$ cat config.mk
export PLATFORM = sky130hd
export DESIGN_NAME = sort_out_pack
export DESIGN_NICKNAME = d
export VERILOG_FILES = /design/src/rtl/sort_out_pack.sv
export SDC_FILE = /design/constraint.sdc
export NUM_CORES = 1
export LEC_CHECK = 0
export CAP_MARGIN = 15
export CORE_UTILIZATION = 25
export DETAILED_ROUTE_END_ITERATION = 8
export GPL_TIMING_DRIVEN = 0
export PLACE_DENSITY = 0.4
export SYNTH_ARGS = -nofsm -noshare
export SYNTH_HDL_FRONTEND = slang
export SYNTH_SLANG_ARGS = --single-unit
$ cat constraint.sdc
create_clock -name clk -period 5.7 [get_ports clk]
set_input_delay 1.71 -clock clk [delete_from_list [all_inputs] [get_ports clk]]
set_output_delay 1.71 -clock clk [all_outputs]
set_load 0.05 [all_outputs]
$ cat src/rtl/sort_out_pack.sv
// Compacts sparse parallel sorted-output lanes into a FIFO and drains them as a
// single valid/ready stream, carrying the end-of-frame done as an in-order marker.
module sort_out_pack #(
    parameter int SORT_FUC_MAX_NUM      = 1024,
    parameter int SORT_FUC_REPEAT_NUM   = 16,
    parameter int SORT_PERF_OUTPORT_NUM = 4,
    parameter int PACK_DEPTH            = 16,
    parameter int SORT_FUC_DATA_W       = $clog2(SORT_FUC_MAX_NUM),
    parameter int PACK_CNT_W            = $clog2(SORT_FUC_MAX_NUM*SORT_FUC_REPEAT_NUM+1)
) (
    input  logic                                       clk,
    input  logic                                       rst,
    input  logic [SORT_PERF_OUTPORT_NUM-1:0]           pack_in_vld_i,
    input  logic [SORT_PERF_OUTPORT_NUM*SORT_FUC_DATA_W-1:0] pack_in_data_i,
    input  logic                                       pack_in_done_vld_i,
    output logic                                       pack_out_vld_o,
    output logic [SORT_FUC_DATA_W-1:0]                 pack_out_data_o,
    input  logic                                       pack_out_rdy_i,
    output logic                                       pack_out_done_o,
    output logic [PACK_CNT_W-1:0]                      pack_out_cnt_o,
    output logic                                       pack_afull_o,
    output logic                                       pack_ovf_o
);
    localparam int P     = SORT_PERF_OUTPORT_NUM;
    localparam int W     = SORT_FUC_DATA_W;
    localparam int PTR_W = $clog2(PACK_DEPTH);
    localparam int OCC_W = $clog2(PACK_DEPTH+1);
    localparam logic [OCC_W-1:0] DEPTH_C   = OCC_W'(PACK_DEPTH);
    localparam logic [OCC_W-1:0] AFULL_LIM = OCC_W'(P+1);

    // Entries beyond the free space are dropped; the caller flags overflow.
    function automatic logic [OCC_W-1:0] clip_to_free(input logic [OCC_W-1:0] req,
                                                      input logic [OCC_W-1:0] room);
        return (req > room) ? room : req;
    endfunction

    logic [W:0]            mem [PACK_DEPTH];
    logic [PTR_W-1:0]      rptr, wptr;
    logic [OCC_W-1:0]      occ;
    logic [PACK_CNT_W-1:0] frame_cnt;
    logic                  ovf;

    logic [OCC_W-1:0]      pre [P+1];
    logic [W:0]            slot [P+1];
    logic [OCC_W-1:0]      req_n, free_n, wr_n;
    logic [W:0]            head;
    logic                  head_live, head_done, pop;

    // Slot j takes the lane whose count of lower valid lanes equals j; the
    // marker lands right after the last valid lane.
    always_comb begin
        pre[0] = '0;
        for (int k = 0; k < P; k++) begin
            pre[k+1] = pre[k] + OCC_W'(pack_in_vld_i[k]);
        end
        for (int j = 0; j <= P; j++) begin
            slot[j] = '0;
            for (int k = 0; k < P; k++) begin
                if (pack_in_vld_i[k] && pre[k] == OCC_W'(j)) begin
                    slot[j] = {1'b0, pack_in_data_i[k*W +: W]};
                end
            end
            if (pack_in_done_vld_i && pre[P] == OCC_W'(j)) begin
                slot[j] = {1'b1, {W{1'b0}}};
            end
        end
        req_n = pre[P] + OCC_W'(pack_in_done_vld_i);
    end

    assign free_n = DEPTH_C - occ;
    assign wr_n   = clip_to_free(req_n, free_n);

    assign head      = mem[rptr];
    assign head_live = (occ != '0);
    assign head_done = head_live & head[W];

    assign pack_out_vld_o  = head_live & ~head[W];
    assign pack_out_data_o = head[W-1:0];
    assign pack_out_done_o = head_done;
    assign pack_out_cnt_o  = head_done ? frame_cnt : '0;
    assign pack_afull_o    = (free_n < AFULL_LIM);
    assign pack_ovf_o      = ovf;

    // A marker at the head always leaves; data leaves only when accepted.
    assign pop = head_done | (pack_out_vld_o & pack_out_rdy_i);

    always_ff @(posedge clk) begin
        for (int j = 0; j <= P; j++) begin
            if (OCC_W'(j) < wr_n) begin
                mem[wptr + PTR_W'(j)] <= slot[j];
            end
        end
    end

    always_ff @(posedge clk or negedge rst) begin
        if (!rst) begin
            rptr      <= '0;
            wptr      <= '0;
            occ       <= '0;
            frame_cnt <= '0;
            ovf       <= 1'b0;
        end else begin
            rptr <= rptr + PTR_W'(pop);
            wptr <= wptr + wr_n[PTR_W-1:0];
            occ  <= occ + wr_n - OCC_W'(pop);
            if (head_done) begin
                frame_cnt <= '0;
            end else if (pack_out_vld_o && pack_out_rdy_i) begin
                frame_cnt <= frame_cnt + 1'b1;
            end
            if (req_n > free_n) begin
                ovf <= 1'b1;
            end
        end
    end
endmodule

==> impl_results.rst <==
.. list-table::
   :header-rows: 1

   * - Metric
     - Value
   * - Run status
     - finished with violations
   * - Failing checks
     - setup timing
   * - Total vias in the final route
     - 18,700
   * - Length of the first detailed-routing pass in iterations
     - 6
   * - Number of max-cap violations
     - 0
   * - Peak Freq
     - 174 MHz
   * - Worst setup path category
     - in2reg
   * - Post-synthesis instance area
     - 17,000 um^2
   * - Number of global-route vias before repair
     - 18,100
   * - Nature of the critical path endpoint
     - flip-flop
   * - Clock power share
     - 10.1%
   * - Count of nets left with antenna violations after detail routing
     - 0
   * - Net Count, Synth
     - 1,921
   * - Warnings, synthesis
     - 0
   * - CTS root buffer
     - sky130_fd_sc_hd__clkbuf_16
   * - Number of distinct library cell variants in the gate-level netlist after synthesis
     - 63
   * - Transition time of the tightest slew-check pin
     - 1410 ps
   * - Drt via density
     - 6.43
   * - Core Area
     - 67,300 um^2
   * - 1st-iter DRT viols
     - 2,637
   * - Data arrival time of the critical path
     - 6100 ps
   * - Share of synthesized area occupied by flip-flops and latches
     - 35.3%
   * - Core utilization of the finished layout
     - 33.9%
   * - Clock tree from TritonCTS
     - done
   * - Share of synthesized registers carrying an async set or reset
     - 14.1%
   * - Number of input and output port buffers inserted
     - 76
   * - Worst IR Drop VDD
     - 0.278 mV
   * - Total wire length
     - 102,000 um
   * - Number of top-level design ports
     - 77
   * - Most common cell after layout, fill and taps aside
     - sky130_fd_sc_hd__nor2_1
   * - Maximum number of pins on one net before global-route repair
     - 21
   * - FP Rows
     - 95
   * - Antenna violations before repair
     - 5
   * - Reg-to-reg slack, setup
     - 1130 ps
   * - DRC errors left
     - 0
   * - Reg clk slew, reported paths
     - 60 ps
   * - Period utilization
     - 101%
   * - Hold Fails Final Rpt
     - 0
   * - Nets
     - 2,104
   * - Commonest cells after routing, fill and taps aside
     - sky130_fd_sc_hd__nor2_1, sky130_fd_sc_hd__edfxtp_1, sky130_fd_sc_hd__a221oi_1
   * - Largest driver fanout on the critical path
     - 10
   * - Time the worst path needs with I/O delays and setup
     - 5730 ps
   * - Total number of H-tree levels
     - 1
   * - Most frequently used flop master after synthesis
     - sky130_fd_sc_hd__edfxtp_1
   * - GR Overflow Total
     - 0
   * - Area grow syn2layout
     - 34.1%
   * - Number of buffers created by CTS
     - 27
   * - Slew Limit Fails
     - 0
   * - Die outline area
     - 69,100 um^2
   * - Required arrival time at the worst endpoint
     - 6070 ps
   * - Setup Viol. Count Final
     - 3
   * - Portion of total power attributed to sequential cells
     - 17.9%
   * - Post-DP HPWL
     - 73,200 um
   * - GRT Util Overall
     - 28.5%
   * - Setup repair after global routing missed its margin
     - no
   * - Pwr per Cell Area
     - 808 nW/um^2
   * - Startpoint types
     - input port
   * - Fillers
     - 6,921
   * - Post-synthesis register bit count
     - 205
   * - Horizontal die dimension
     - 263 um
   * - Internal power consumption
     - 8680 uW
   * - Relative slew slack
     - 6.30%
   * - Number of synthesized flops with an enable pin
     - 176
   * - Total net switching power
     - 9760 uW
   * - Source-to-sink clock delay at the later pin of the worst-skew pair
     - 590 ps
   * - Global placement routability congestion
     - 0.989
   * - Final Skew
     - 18.9 ps
   * - Vertical die dimension
     - 263 um
   * - Net Sw Frac
     - 52.9%
   * - Effective utilization at floorplan
     - 25.3%
   * - Final WS setup
     - -30.8 ps
   * - Number of sinks on the clock net
     - 205
   * - Summed negative setup slack over all endpoints
     - -55.1 ps
   * - Synthesized area per cell
     - 9.26 um^2
   * - Clock tree buffer depth
     - 3
   * - Average wire length per cell after detail routing
     - 34.8 um
   * - Fraction of layout cells with a size suffix above 1
     - 25.4%
   * - Reported leakage power
     - 0.00754 uW
   * - Count of mapped cells out of synthesis
     - 1,838
   * - Proportion of power drawn by combinational gates
     - 72.1%
   * - Wire length of the first global-routing pass
     - 142,000 um
   * - Type of the worst min-delay path
     - reg2reg
==> cell type report <==
type	count	area (um^2)	area share, %
plain buffers	226	1350	5.89
clock buffers	31	701	3.07
well taps	873	1090	4.79
flip-flops and latches	205	6010	26.3
inverters	28	108	0.472
diodes	4	10.0	0.0439
multi-input cells	1382	11700	51.4
repair buffers	151	1590	6.98
clock inverters	17	234	1.03
==> critical path, cell delays in order <==
cell and delay (ps):
sky130_fd_sc_hd__buf_6 110, sky130_fd_sc_hd__fa_2 650, sky130_fd_sc_hd__ha_4 180, sky130_fd_sc_hd__nand3b_1 100, sky130_fd_sc_hd__o21ai_0 210, sky130_fd_sc_hd__a21oi_1 570
sky130_fd_sc_hd__and2_1 210, sky130_fd_sc_hd__buf_1 750, sky130_fd_sc_hd__clkbuf_1 1080, sky130_fd_sc_hd__a22oi_1 340, sky130_fd_sc_hd__o31ai_4 180
==> final timing paths <==
check / endpoint / startpoint / cells past startpoint
min in group asynchronous: occ[4] / rst / 1
worst min-delay path: pack_ovf_o / pack_ovf_o / 1
worst min register to register: pack_ovf_o / pack_ovf_o / 1
worst max register to register: mem[15][9] / occ[0] / 16
worst max-delay path: mem[7][2] / pack_in_vld_i[2] / 11
max in group asynchronous: rptr[3] / rst / 2
==> cell families (layout without fill, tap and decap cells) <==
| kind of cell | after synthesis | count (layout) | synth area share (%) |
|---|---|---|---|
| muxes | 59 | 59 | 7.60 |
| xor gates and xnor gates | 30 | 30 | 1.63 |
| other | 1 | 5 | 0.0220 |
| and+or+nand+nor | 554 | 559 | 15.2 |
| AOI/OAI and AO/OA | 697 | 698 | 31.5 |
| adders and majority gates | 35 | 35 | 2.71 |
| buffers and inverters | 257 | 453 | 5.99 |
| DFF | 205 | 205 | 35.3 |
==> timing repair <==
action | 4_1_cts | 5_1_grt
pin swaps | 42 | 7
gates cloned | 10 | 2
hold buffers | 0 | 0
gates resized for setup | 387 | 44
buffers inserted | 47 | 6
setup endpoints to repair | 368 | 357
==> state kept, by name, indices dropped and copies added (netlist names) <==
register and flops:
pack_ovf_o 1, wptr 4, rptr 4, mem 176
frame_cnt 15, occ 5
==> layer usage <==
| metal | routed length, um | vias up | part of all wire (%) | track usage (%) |
|---|---|---|---|---|
| li1 | - | 7767 | - | - |
| met1 | 42500 | 9518 | 42 | 38.0 |
| met2 | 43300 | 1181 | 43 | 42.9 |
| met3 | 9900 | 280 | 9.8 | 7.19 |
| met4 | 5820 | 2 | 5.7 | 13.5 |
| met5 | 13 | - | 0.013 | 0 |
==> cells in the mapped netlist (all sizes together) (17+ instances only) <==
cell | n | area share [%]
dfrtp | 29 | 4.3
edfxtp | 176 | 31
xnor2 | 17 | 0.88
mux4 | 55 | 7.3
a22oi | 119 | 5.3
nor2 | 242 | 5.4
nor3 | 37 | 1.1
nand2 | 79 | 1.7
nand3 | 63 | 1.9
o31ai | 178 | 7.9
a21o | 23 | 1.0
a21oi | 92 | 2.9
clkbuf | 170 | 3.8
inv | 28 | 0.62
o21ai | 24 | 0.93
a32oi | 59 | 3.1
nor2b | 24 | 0.88
and2 | 36 | 1.3
buf | 59 | 1.6
ha | 32 | 2.4
a221oi | 177 | 9.1
==> power groups by stage <==
stage | combinational (uW) | sequential, uW | clock (uW)
floorplan | 6330 | 3120 | 0
global placement | 10300 | 3300 | 0
detailed placement | 10400 | 3330 | 0
CTS | 12800 | 3300 | 1890
global route | 13700 | 3360 | 1940
finish | 13300 | 3300 | 1860
==> stage by stage <==
step,std cells,power [uW],worst slack [ps],area (um^2),hold slack [ps]
6_report,2917,18400,-30.8,22800,472
5_1_grt,2913,19000,8.25,22800,509
4_1_cts,2899,18000,-73.7,22500,490
3_5_place_dp,2796,13700,-2040,19300,471
3_3_place_gp,2787,13600,-2090,19200,459
2_1_floorplan,1838,9450,-93.0,17300,473
No activity file was read; power rests on OpenSTA's default activity.
